### src/rtl/seg7_scan_driver.sv
// Four-digit multiplexed seven-segment scan driver.
// The slow scan clock is synchronised and edge-detected on clk. Each tick
// advances one digit, blanks all anodes for BLANK_CYCLES clocks, then shows
// the digit. A shadow copy of the display inputs is taken once per frame,
// so a frame never mixes old and new data.
`timescale 1ns/1ps
module seg7_scan_driver #(
  parameter int unsigned BLANK_CYCLES = 16
) (
  input  logic        clk,
  input  logic        reset,
  input  logic        scan_clk,
  input  logic [15:0] value,
  input  logic [3:0]  dp_in,
  input  logic [3:0]  digit_en,
  input  logic        blank_lz,
  output logic [3:0]  an,
  output logic [6:0]  seg,
  output logic        dp,
  output logic        frame_done
);

  typedef enum logic [0:0] {
    ST_BLANK = 1'b0,
    ST_SHOW  = 1'b1
  } state_t;

  localparam logic [7:0] BLANK_LOAD = 8'(BLANK_CYCLES - 1);

  // Active-low hex decode, bit order {g,f,e,d,c,b,a}.
  function automatic logic [6:0] hex_to_seg(input logic [3:0] nib);
    logic [6:0] s;
    case (nib)
      4'h0:    s = 7'b1000000;
      4'h1:    s = 7'b1111001;
      4'h2:    s = 7'b0100100;
      4'h3:    s = 7'b0110000;
      4'h4:    s = 7'b0011001;
      4'h5:    s = 7'b0010010;
      4'h6:    s = 7'b0000010;
      4'h7:    s = 7'b1111000;
      4'h8:    s = 7'b0000000;
      4'h9:    s = 7'b0010000;
      4'hA:    s = 7'b0001000;
      4'hB:    s = 7'b0000011;
      4'hC:    s = 7'b1000110;
      4'hD:    s = 7'b0100001;
      4'hE:    s = 7'b0000110;
      4'hF:    s = 7'b0001110;
      default: s = 7'b1111111;
    endcase
    return s;
  endfunction

  // A digit is a leading zero when it and every digit to its left are zero;
  // the rightmost digit is always shown so a zero value still reads "0".
  function automatic logic is_leading_zero(input logic [1:0] k, input logic [15:0] v);
    logic z;
    case (k)
      2'd3:    z = (v[15:12] == 4'h0);
      2'd2:    z = (v[15:8] == 8'h00);
      2'd1:    z = (v[15:4] == 12'h000);
      default: z = 1'b0;
    endcase
    return z;
  endfunction

  // Nibble for digit k.
  function automatic logic [3:0] pick_nibble(input logic [1:0] k, input logic [15:0] v);
    logic [3:0] n;
    case (k)
      2'd0:    n = v[3:0];
      2'd1:    n = v[7:4];
      2'd2:    n = v[11:8];
      2'd3:    n = v[15:12];
      default: n = 4'h0;
    endcase
    return n;
  endfunction

  logic        sync1_q, sync1_d;
  logic        sync2_q, sync2_d;
  logic        hist_q, hist_d;
  state_t      state_q, state_d;
  logic [7:0]  cnt_q, cnt_d;
  logic [1:0]  idx_q, idx_d;
  logic [15:0] shadow_value_q, shadow_value_d;
  logic [3:0]  shadow_dp_q, shadow_dp_d;
  logic [3:0]  shadow_en_q, shadow_en_d;
  logic        shadow_lz_q, shadow_lz_d;
  logic [3:0]  an_q, an_d;
  logic [6:0]  seg_q, seg_d;
  logic        dp_q, dp_d;
  logic        frame_done_q, frame_done_d;

  logic        tick;
  logic        digit_dark;

  assign tick = sync2_q & ~hist_q;

  // State register: every flop of the block, async active-low reset.
  always_ff @(posedge clk or negedge reset) begin
    if (!reset) begin
      sync1_q        <= 1'b0;
      sync2_q        <= 1'b0;
      hist_q         <= 1'b0;
      state_q        <= ST_BLANK;
      cnt_q          <= 8'd0;
      idx_q          <= 2'd3;
      shadow_value_q <= 16'h0000;
      shadow_dp_q    <= 4'h0;
      shadow_en_q    <= 4'h0;
      shadow_lz_q    <= 1'b0;
      an_q           <= 4'b1111;
      seg_q          <= 7'h7F;
      dp_q           <= 1'b1;
      frame_done_q   <= 1'b0;
    end else begin
      sync1_q        <= sync1_d;
      sync2_q        <= sync2_d;
      hist_q         <= hist_d;
      state_q        <= state_d;
      cnt_q          <= cnt_d;
      idx_q          <= idx_d;
      shadow_value_q <= shadow_value_d;
      shadow_dp_q    <= shadow_dp_d;
      shadow_en_q    <= shadow_en_d;
      shadow_lz_q    <= shadow_lz_d;
      an_q           <= an_d;
      seg_q          <= seg_d;
      dp_q           <= dp_d;
      frame_done_q   <= frame_done_d;
    end
  end

  // Next-state: scan synchroniser, digit index, blank counter and FSM state.
  always_comb begin
    sync1_d = scan_clk;
    sync2_d = sync1_q;
    hist_d  = sync2_q;
    state_d = state_q;
    cnt_d   = cnt_q;
    idx_d   = idx_q;
    if (tick) begin
      idx_d   = idx_q + 2'd1;
      cnt_d   = BLANK_LOAD;
      state_d = ST_BLANK;
    end else begin
      case (state_q)
        ST_BLANK: begin
          if (cnt_q != 8'd0) begin
            cnt_d = cnt_q - 8'd1;
          end else begin
            state_d = ST_SHOW;
          end
        end
        ST_SHOW: begin
          state_d = ST_SHOW;
        end
        default: begin
          state_d = ST_BLANK;
        end
      endcase
    end
  end

  // Dark slot: digit disabled or suppressed as a leading zero.
  always_comb begin
    if (!shadow_en_q[idx_q]) begin
      digit_dark = 1'b1;
    end else if (shadow_lz_q && is_leading_zero(idx_q, shadow_value_q)) begin
      digit_dark = 1'b1;
    end else begin
      digit_dark = 1'b0;
    end
  end

  // Outputs and frame shadow: blank on tick, load digit when blank expires.
  always_comb begin
    an_d           = an_q;
    seg_d          = seg_q;
    dp_d           = dp_q;
    frame_done_d   = 1'b0;
    shadow_value_d = shadow_value_q;
    shadow_dp_d    = shadow_dp_q;
    shadow_en_d    = shadow_en_q;
    shadow_lz_d    = shadow_lz_q;
    if (tick) begin
      an_d  = 4'b1111;
      seg_d = 7'h7F;
      dp_d  = 1'b1;
      if (idx_q == 2'd3) begin
        shadow_value_d = value;
        shadow_dp_d    = dp_in;
        shadow_en_d    = digit_en;
        shadow_lz_d    = blank_lz;
        frame_done_d   = 1'b1;
      end else begin
        frame_done_d   = 1'b0;
      end
    end else if ((state_q == ST_BLANK) && (cnt_q == 8'd0)) begin
      if (digit_dark) begin
        an_d  = 4'b1111;
        seg_d = 7'h7F;
        dp_d  = 1'b1;
      end else begin
        an_d  = ~(4'b0001 << idx_q);
        seg_d = hex_to_seg(pick_nibble(idx_q, shadow_value_q));
        dp_d  = ~shadow_dp_q[idx_q];
      end
    end else begin
      an_d  = an_q;
      seg_d = seg_q;
      dp_d  = dp_q;
    end
  end

  assign an         = an_q;
  assign seg        = seg_q;
  assign dp         = dp_q;
  assign frame_done = frame_done_q;

endmodule

### config.mk
export PLATFORM = sky130hd
export DESIGN_NAME = seg7_scan_driver
export DESIGN_NICKNAME = d
export VERILOG_FILES = /design/src/rtl/seg7_scan_driver.sv
export SDC_FILE = /design/constraint.sdc
export NUM_CORES = 1
export LEC_CHECK = 0
export BUFFER_PORTS_ARGS = -buffer_cell sky130_fd_sc_hd__buf_2
export CORE_ASPECT_RATIO = 1.2
export CORE_UTILIZATION = 55
export DETAILED_ROUTE_END_ITERATION = 10
export GPL_TIMING_DRIVEN = 1
export PLACE_DENSITY = 0.82
export SETUP_SLACK_MARGIN = 0.15
export SYNTH_ARGS = -nofsm -noshare
export SYNTH_HDL_FRONTEND = slang
export SYNTH_SLANG_ARGS = --single-unit
### constraint.sdc
create_clock -name clk -period 3.3 [get_ports clk]
set_input_delay 0.33 -clock clk [delete_from_list [all_inputs] [get_ports clk]]
set_output_delay 0.33 -clock clk [all_outputs]
set_load 0.1 [all_outputs]
-- Word-level counts from Yosys, hierarchy flattened
Memories as Yosys holds them, arrays and structs flattened.
Cells that the tools add are included.
- $add $sub $neg: 2
- order comparisons: 1
- eq/ne operators: 4
- shift-type cells: 1
- muxes and demuxes: 29
- bitwise gates (word level): 5
- reduce and logical (&&, ||, !) cells: 12
- operator list (cell ; count):
    $mux W4 ; 6
    $mux W8 ; 3
    $mux W7 ; 3
    $logic_not A8 Y1 ; 2
    $pmux W4 S4 ; 1
    $logic_not A12 Y1 ; 1
    $mux W1 ; 12
    $reduce_bool A8 Y1 ; 1
    $sub A8 B1 Y8 const B ; 1
    $bmux W1 S2 ; 2
    $eq A2 B2 Y1 const B ; 2
    $logic_not A4 Y1 ; 1
    $not A4 Y4 ; 1
    $reduce_and A2 Y1 ; 2
    $reduce_bool A2 Y1 ; 2
    $shl A1 B2 Y4 const A ; 1
    $lt A2 B3 Y1 const B ; 1
    $not A1 Y1 ; 3
    $pmux W1 S3 ; 1
    $add A2 B1 Y2 const B ; 1
    $eq A2 B1 Y1 const B ; 1
    $logic_and A1 B1 Y1 ; 2
    $logic_not A2 Y1 ; 1
    $ne A2 B1 Y1 const B ; 1
    2 further kinds ; 2
- flip-flop bits (word level): 52
- memory bits (read-only): 112
- bits of input ports: 28
- word-level logic and storage cells: 69
- memories kept: 1
- memories (name ; words ; bits a word ; read ports ; clocked after Yosys merged registers in ; wr ports ; line ; source):
    (name not given) ; 16 ; 7 ; 1 ; 0 ; 0 ; 33 ; case (nib)

-- Longest topological paths before layout
Gate-level depths: netlist of run 1.
An unclocked memory read counts as a cell.
- word-level depth: 13
- mapped depth: 10

-- Least setup slack after synthesis of run 1
Ideal clock, no wire load.
- path type: reg-to-reg
- start point: register idx_q[0]
- end point: register seg_q[0], in the netlist seg[0]
- setup time: 0.083 ns
- arrival: 2.206 ns
- required time: 3.217 ns
- setup slack: 1.011 ns
- cell stages (with the launch flop): 10
- clock period less this slack: 2.289 ns
- cells stage by stage: dfstp_2 inv_1 ha_1 a222oi_1 mux2_2 inv_1 ha_1 or3_1 o221ai_1 a21oi_1
- longest elaborated chain between the ends: 9
- elaborated cells on any way between the ends: 19
- RTL lines (what ; line ; source):
    start: declaration ; 86 ; logic [1:0] idx_q, idx_d;
    start signal: assignment ; 124 ; idx_q <= idx_d;
    $eq A2 B2 Y1 (tied with other cells) ; 59, 71 ;
    $pmux W4 S4 / $pmux W1 S3 (equally long branches) ; 71, 59 ;
    $mux W4 / $mux W1 (equally long branches) ; 202, 169 ;
    $mux W4 / $logic_and A1 B1 Y1 (equally long branches) ; 201, 171 ;
    $mux W4 / $mux W1 (equally long branches) ; 188, 171 ;
    $mem_v2 Z16 W7 / $mux W1 (equally long branches) ; n/a ;
    $mux W7 (*) ; 202 ; if (digit_dark) begin
    $mux W7 (*) ; 201 ; end else if ((state_q == ST_BLANK) && (cnt_q == 8'd0)) begin
    $mux W7 (*) ; 188 ; if (tick) begin
    end signal: assignment ; 130 ; seg_q <= seg_d;
    end: declaration ; 92 ; logic [6:0] seg_q, seg_d;
Every way passes the cells marked *; elsewhere a longest branch is shown, timed or not. The select of a mux whose other input is x is not followed.
A chain may end at the register's enable or synchronous reset.

-- Final worst setup path of run 1
Same ends and word-level chain as after synthesis.

==> results of run 1 <==
## metrics by stage
step | hold WS, ns | power [mW] | cell area (µm²)
after floorplan | 0.03441 | 1.978 | 2540
after global placement | 0.3336 | 2.142 | 2759
after detailed placement | 0.3411 | 2.195 | 2759
after CTS | 0.1048 | 2.577 | 2854
after global routing | 0.09427 | 2.748 | 2854
final | 0.1142 | 2.561 | 2854
## metal layers
metal  global-route usage, %  wire, µm  vias to the layer above
li1                        -         -                      838
met2                   32.55      2257                       34
met4                   8.864        92                        0
met5                       0         0                        -
met3                   4.192       137                       10
met1                   24.55      1953                      834
## path summary, 6_finish.rpt
path / from / end / slack [ns]
worst max-delay path: idx_q[0] / seg[0] / 0.73
min in group asynchronous: reset / sync1_q / 0.21
worst max register to register: idx_q[0] / seg[0] / 0.73
max in group asynchronous: reset / shadow_value_q[3] / 2.41
worst min-delay path: scan_clk / sync1_q / 0.11
worst min register to register: sync1_q / hist_d / 0.36
## cells by family (layout without fill, tap and decap cells)
kind of cell               count (synthesis)  in the layout  synth area share (%)
adders and majority gates                 11             11                 5.419
buffers and inverters                     21             62                 4.236
DFF                                       52             52                 51.92
muxes                                     31             31                 14.38
AOI/OAI and AO/OA                         36             36                 9.951
and+or+nand+nor                           57             57                 11.33
xor gates and xnor gates                   8              8                 2.758
## power breakdown
part / internal [mW] / leakage, nW / switching (mW) / total [mW]
Clock: 0.154 / 0.0423 / 0.219 / 0.373
Combinational: 0.546 / 0.605 / 0.636 / 1.18
Sequential: 0.852 / 0.600 / 0.153 / 1.01
Total: 1.55 / 1.25 / 1.01 / 2.56
## registers in the layout, summed over array words and instances (netlist names)
register	cells
seg	7
idx_q	2
shadow_value_q	16
sync1_q	1
an	4
shadow_dp_q	4
shadow_lz_q	1
hist_q	1
hist_d	1
cnt_q	8
frame_done	1
state_q	1
dp	1
shadow_en_q	4
## layout make-up
class / count / area, µm² / share of cell area (%)
clock buffer: 5 / 68.82 / 2.411
clock inverter: 3 / 26.28 / 0.9206
inverter: 13 / 48.80 / 1.710
multi-input combinational: 143 / 1114 / 39.02
sequential: 52 / 1319 / 46.21
tap: 56 / 70.07 / 2.455
timing repair buffer: 41 / 207.7 / 7.277
## cell usage in the layout, fill, tap and decap left out, types with 2 or more instances in the layout
cell type,Yosys,routed
a222oi_1,3,3
mux2_2,24,24
dfrtp_1,38,38
ha_1,11,11
a31oi_1,3,3
nand3_1,3,3
nor4_1,2,2
xor2_1,4,4
inv_1,12,12
a21oi_2,4,4
nor2_1,20,20
nand2b_1,2,2
a22oi_1,3,3
buf_2,5,40
mux2i_1,5,5
nand2_1,18,18
xnor2_1,4,4
clkinvlp_4,0,2
o21ai_0,5,5
a21oi_1,10,10
nand4b_1,3,3
dfstp_2,14,14
mux4_2,2,2
clkbuf_8,0,5
==> impl_metrics.ini, run 1 <==
[outcome]
status = finished, final reports clean

[synthesis]
synth_seq_area_share_pct = 51.92
syn_area_mm2 = 0.002540
synth-edff-count = 0
async_reset_ff_share_pct = 100.0
synth_area_leaders = dfrtp_1, dfstp_2, mux2_2
yosys-top-cells-count = dfrtp_1, mux2_2, nor2_1
syn_inst = 216
yosys.area.top_type = dfrtp_1
synthesis.nets = 255
yosys_warnings = 0
synth.distinct_cells = 41
ys_seq_elements = 52
yosysTopAreaCellShare_pct = 37.44
synth_area_per_cell_um2 = 11.76
synth.most_common_cell = dfrtp_1
yosys_most_used_dff = dfrtp_1

[final_layout]
nFillCells = 372
syn2layout_area_growth_pct = 12.36
n_antenna_cell = 0
utilization_pct = 65.47
fin_nets = 295
final_layout_size_suffix_gt1_share_pct = 37.74
layout.cells.non_filler = 313

[hold_path]
min_path_cells = 1
hp-class = in -> reg

[clock_tree]
hold_buffers = 0
cts_setup_buffers = 0
clk_pin_slew_ns = 0.10
htreeDepth = 2
clock_latency_ns = 0.31
clock_sinks = 52
clock_path_buffers = 2
cts-root-buf = clkbuf_8
ctsResizeCount = 0
cts_inserted_buffers = 5
cts_tree = done

[placed_design]
dpl.hpwl_um = 3292
gp_congestion = 0.8457
placed_cells = 305
io_buffers = 40
dp_slack_ns = 0.7617

[worst_setup_path]
worst_setup_path_end_kind = register
required_ns = 3.50
cpPeakStageDelay_ns = 0.61
arrival_ns = 2.77
path_depth = 9
critical-path-top-delay-family = flip-flops
slowest_stage = dfstp_2
ff2ff_path_depth = 9
crit_fanout = 6
start_kind = register
worstPathCellList = inv_1 > ha_1 > a222oi_1 > mux2_2 > inv_1 > ha_1 > or3_1 > o221ai_1 > a21oi_1
worst-path-buf-inv = 2
critPathKind = reg -> reg

[routing]
wl_per_cell_um = 14.19
drc = 0
vias = 1716
drtAntennaViolNets = 0
viasPerCell = 5.482
first_iter_violations = 46
dr.pass1.iters = 4
drt_wl_total_um = 4441

[timing]
finClkSkew_ns = 0.008244
timing.final.ws_setup_ns = 0.7309
post-route-period-util_pct = 77.85
setup_viol = 0
slew_headroom_pct = 25.78
tightest_slew_ns = 1.082
rsz0062_at_grt = false
fmax_mhz = 389.2
hold_viol_final = 0
tns_ns = 0
period_needed_ns = 2.569
final_max_slew_viol_count = 0

[grt]
antenna_found_initial = 0
grt_max_degree = 53
grt_usage_pct = 19.71
grt_pass1_wl_um = 7327
grt.overflow.total = 0
first_global_vias = 1625

[floorplanning]
die_height_um = 76.44
io_pins = 41
rows = 26
die_x_um = 64.04
coreArea_mm2 = 0.004359
die-area_mm2 = 0.004895
start_util_pct = 58.27

[pwr]
leakage_nw = 1.248
powerDensity_mw_per_mm2 = 897.2
ir_drop_v = 0.0004076

[flow_run]
max_cap_viol_count = 0
(Power assumes the default switching activity.)
==> inputs of run 2 (changes only) <==
Settings changed: CORE_UTILIZATION 55 to 50, PLACE_DENSITY 0.82 to 0.79.
Clock period 3.3 ns to 2.2 ns, I/O delays scaled along.
==> impl_metrics.ini, run 2 (same netlist as run 1, synthesis figures left out) <==
[grt]
grt_usage_pct = 22.85
first_global_vias = 1874
antenna_found_initial = 0
grt.overflow.total = 0
grt_pass1_wl_um = 8921
grt_max_degree = 28

[pwr]
clkPwrFrac_pct = 13.7
powerDensity_mw_per_mm2 = 1467
ir_drop_v = 0.0007770
comb_power_share_pct = 53.8
power_switching_mw = 1.844
leakage_nw = 1.385
seqPwrFrac_pct = 32.5
p_int_mw = 2.847
swShare_pct = 39.31

[clock_tree]
clk_pin_slew_ns = 0.09
cts_tree = done
cts-root-buf = clkbuf_8
clock_sinks = 52
clock_path_buffers = 2
clock_latency_ns = 0.30
htreeDepth = 2
cts_inserted_buffers = 5

[worst_setup_path]
cpPeakStageDelay_ns = 0.57
worstPathCellList = inv_4 > ha_4 > a222oi_1 > mux2_4 > inv_4 > ha_4 > or3_4 > o221ai_2 > a21oi_2
arrival_ns = 2.54
required_ns = 2.43
crit_fanout = 4
critical-path-top-delay-family = compound AO/OA/AOI/OAI gates
worst_setup_path_end_kind = register
slowest_stage = dfstp_2
worst-path-buf-inv = 2
critPathKind = reg -> reg
start_kind = register

[placed_design]
dpl.hpwl_um = 3538
dp_slack_ns = -0.1009
io_buffers = 40
gp_congestion = 0.8536

[final_layout]
final_common_cell = buf_2
syn2layout_area_growth_pct = 25.86
regMostFlops = shadow_value_q
seqCellArea_mm2 = 0.001319
nFillCells = 360
fin_nets = 316
utilization_pct = 65.18
multi_input_area_mm2 = 0.001259
n_antenna_cell = 0
final_layout_size_suffix_gt1_share_pct = 47.48
final_cell_mix = buf_2, dfrtp_1, mux2_2
largest_reg_flops = 16

[floorplanning]
die-area_mm2 = 0.005370
io_pins = 41
die_x_um = 67.07
coreArea_mm2 = 0.004905
start_util_pct = 51.79
die_height_um = 80.08
rows = 28

[timing]
worst_hold_slack_ns = 0.01918
post-route-period-util_pct = 104.7
setup_viol = 6
fmax_mhz = 433.9
period_needed_ns = 2.304
hold_viol_final = 0
tns_ns = -0.4665
tightest_slew_ns = 0.6163
final_max_slew_viol_count = 0
timing.final.ws_setup_ns = -0.1044
slew_headroom_pct = 58.91
finClkSkew_ns = 0.009517
rsz0062_at_grt = true

[routing]
dr.pass1.iters = 4
drtAntennaViolNets = 0
vias = 1892
wl_per_cell_um = 16.42
viasPerCell = 5.598
first_iter_violations = 111
drc = 0
drt_wl_total_um = 5549

[hold_path]
hp-class = in -> reg

[outcome]
status = finished, violations left
violations = negative setup slack

[flow_run]
max_cap_viol_count = 0
[run 2: cell types whose count changed in the layout (fill, tap and decap cells not counted), sizes merged]
cell         change
buf             +19
clkinvlp         -2
a211oi           +1
bufinv           +1
clkbuf           +1
clkinv           +1
dlygate4sd3      +1
inv              -1
[run 2: area by class of cell]
type	count	area share, %
clock buffers	6	2.270
clock inverters	2	1.096
inverters	13	1.761
multi-input cells	144	39.37
flip-flops and latches	52	41.25
well taps	60	2.348
repair buffers	61	11.90
[run 2: power by group through the flow]
stage | Combinational [mW] | Sequential (mW) | Clock [mW]
floorplan | 1.53 | 1.54 | 0
finish | 2.52 | 1.52 | 0.643
global placement | 1.91 | 1.50 | 0
global route | 2.73 | 1.56 | 0.699
detailed placement | 1.98 | 1.52 | 0
CTS | 2.33 | 1.52 | 0.653
[run 2: metrics by stage]
stage	instances	power, mW	cell area, µm²
6_report	338	4.690	3197
5_1_grt	338	4.989	3197
4_1_cts	335	4.497	3156
3_5_place_dp	316	3.502	2877
3_3_place_gp	316	3.412	2877
2_1_floorplan	216	3.074	2587
[run 2: layer usage]
metal  share of wire, %  global-route usage (%)
met4                3.5                   11.06
met5                  0                       0
met1                 40                   29.04
met3                5.3                   4.688
met2                 51                   36.60
[run 2: final timing paths]
path,startpoint,end,slack [ns],depth (start not counted)
setup / recovery,idx_q[1],seg[0],-0.10,9
hold / removal,scan_clk,sync1_q,0.02,1
setup reg to reg,idx_q[1],seg[0],-0.10,9
hold reg to reg,sync1_q,hist_d,0.36,0
max in group asynchronous,reset,seg[2],1.11,3
min in group asynchronous,reset,shadow_value_q[3],0.45,2
[run 2: worst reg2reg max path: stages, from the launching register on]
cell	delay [ns]
dfstp_2	0.57
inv_4	0.05
ha_4	0.16
a222oi_1	0.49
mux2_4	0.30
inv_4	0.06
ha_4	0.15
or3_4	0.32
o221ai_2	0.07
a21oi_2	0.07
[run 2: what timing repair did]
action,4_1_cts,5_1_grt
cloned,1,0
setup buffers,9,3
pin swaps,11,6
endpoints found under the hold margin,24,0
gates resized for setup,17,3
endpoints found under the setup margin,12,12
hold buffers,1,0
==> inputs of run 3 (changes only) <==
Settings changed: CELL_PAD_IN_SITES_DETAIL_PLACEMENT set to 0, CELL_PAD_IN_SITES_GLOBAL_PLACEMENT set to 1, CORE_UTILIZATION 50 to 40.
==> impl_metrics.ini, run 3 (same netlist as run 1, synthesis figures left out) <==
[grt]
grt_pass1_wl_um = 8059
antenna_found_initial = 0
grt_usage_pct = 16.26
grt.overflow.total = 0
first_global_vias = 1696
grt_max_degree = 28

[worst_setup_path]
worst_setup_path_end_kind = register
slowest_stage = dfstp_2
crit_fanout = 6
critPathKind = reg -> reg
worst-path-buf-inv = 1
critical-path-top-delay-family = simple AND/OR/NAND/NOR gates
worstPathCellList = inv_4 > ha_1 > or4b_4 > nor3_4 > a211oi_2 > a21oi_2
arrival_ns = 2.43
start_kind = register
cpPeakStageDelay_ns = 0.58
required_ns = 2.44

[floorplanning]
die_x_um = 74.74
rows = 31
coreArea_mm2 = 0.006090
die-area_mm2 = 0.006674
io_pins = 41
die_height_um = 89.29
start_util_pct = 41.71

[routing]
drt_wl_total_um = 5039
drtAntennaViolNets = 0
vias = 1794
drc = 0
dr.pass1.iters = 4
viasPerCell = 4.970
wl_per_cell_um = 13.96
first_iter_violations = 108

[final_layout]
final_cell_mix = buf_2, dfrtp_1, mux2_2
syn2layout_area_growth_pct = 27.59
regMostFlops = shadow_value_q
largest_reg_flops = 16
final_common_cell = buf_2
fin_nets = 317
n_antenna_cell = 0
layout.cells.non_filler = 361
final_layout_size_suffix_gt1_share_pct = 49.82

[placed_design]
placed_cells = 343
io_buffers = 40
gp_congestion = 0.7761
dpl.hpwl_um = 3606

[pwr]
ir_drop_v = 0.0006413
powerDensity_mw_per_mm2 = 1457
total_power_mw = 4.721
leakage_nw = 1.384

[timing]
post-route-period-util_pct = 99.56
fmax_mhz = 456.5
slew_headroom_pct = 49.67
rsz0062_at_grt = true
final_max_slew_viol_count = 0
setup_viol = 0
hold_viol_final = 0
finClkSkew_ns = 0.009435
tightest_slew_ns = 0.7536
period_needed_ns = 2.190

[clock_tree]
cts-root-buf = clkbuf_8
clock_sinks = 52
htreeDepth = 2
cts_tree = done
clk_pin_slew_ns = 0.10
clock_latency_ns = 0.31
clock_path_buffers = 2
cts_inserted_buffers = 5

[hold_path]
hp-class = in -> reg

[outcome]
status = finished, final reports clean

[flow_run]
max_cap_viol_count = 0
## run 3: worst paths after layout
| path | slack (ns) | start | end | cells past startpoint |
|---|---|---|---|---|
| max in group asynchronous | 1.09 | reset | an[0] | 3 |
| worst max register to register | 0.01 | idx_q[0] | seg[5] | 6 |
| worst min register to register | 0.37 | sync1_q | hist_d | 0 |
| min in group asynchronous | 0.46 | reset | frame_done | 2 |
| worst min-delay path | 0.11 | value[1] | shadow_value_q[1] | 3 |
| worst max-delay path | 0.01 | idx_q[0] | seg[5] | 6 |
## run 3: layout make-up
class / count / area [µm²]
Fill cell: 559 / 2849
Multi-Input combinational cell: 144 / 1259
Inverter: 13 / 58.81
Timing Repair Buffer: 62 / 386.6
Clock inverter: 3 / 46.29
Tap cell: 82 / 102.6
Clock buffer: 5 / 68.82
Sequential cell: 52 / 1319
## run 3: worst register-to-register path: stages, from the launching register on
cell and delay [ns]:
dfstp_2 0.58, inv_4 0.05, ha_1 0.29, or4b_4 0.54
nor3_4 0.25, a211oi_2 0.24, a21oi_2 0.19
## run 3: routing by layer
metal	track usage [%]	vias to the layer above	part of all wire, %
li1	-	886	-
met1	21.35	866	46
met2	26.37	37	49
met3	3.608	5	3.2
met4	5.832	0	1.1
met5	0	-	0
## run 3: power breakdown
part	total, mW	internal, mW	switching (mW)
sequential	1.52	1.28	0.239
clock	0.670	0.343	0.327
combinational	2.53	1.27	1.26
## run 3: repair_timing
item	4_1_cts	5_1_grt
endpoints found under the setup margin	12	12
pin swaps	5	10
buffers inserted	4	3
resized for setup	11	13
gates cloned	0	1
endpoints found under the hold margin	24	1
hold buffers	1	1
## run 3: through the flow
step	hold slack, ns	TNS (ns)	area (µm²)	setup slack, ns	utilization, %
floorplan	-0.07559	0	2587	0.08038	-
global placement	0.2729	0	2942	0.06049	48.30
detailed placement	0.2759	0	2942	0.004993	48.30
CTS	0.003764	0	3147	0.07260	51.67
global route	0.1093	-0.6675	3241	-0.09241	53.22
finish	0.1082	0	3241	0.009646	53.22
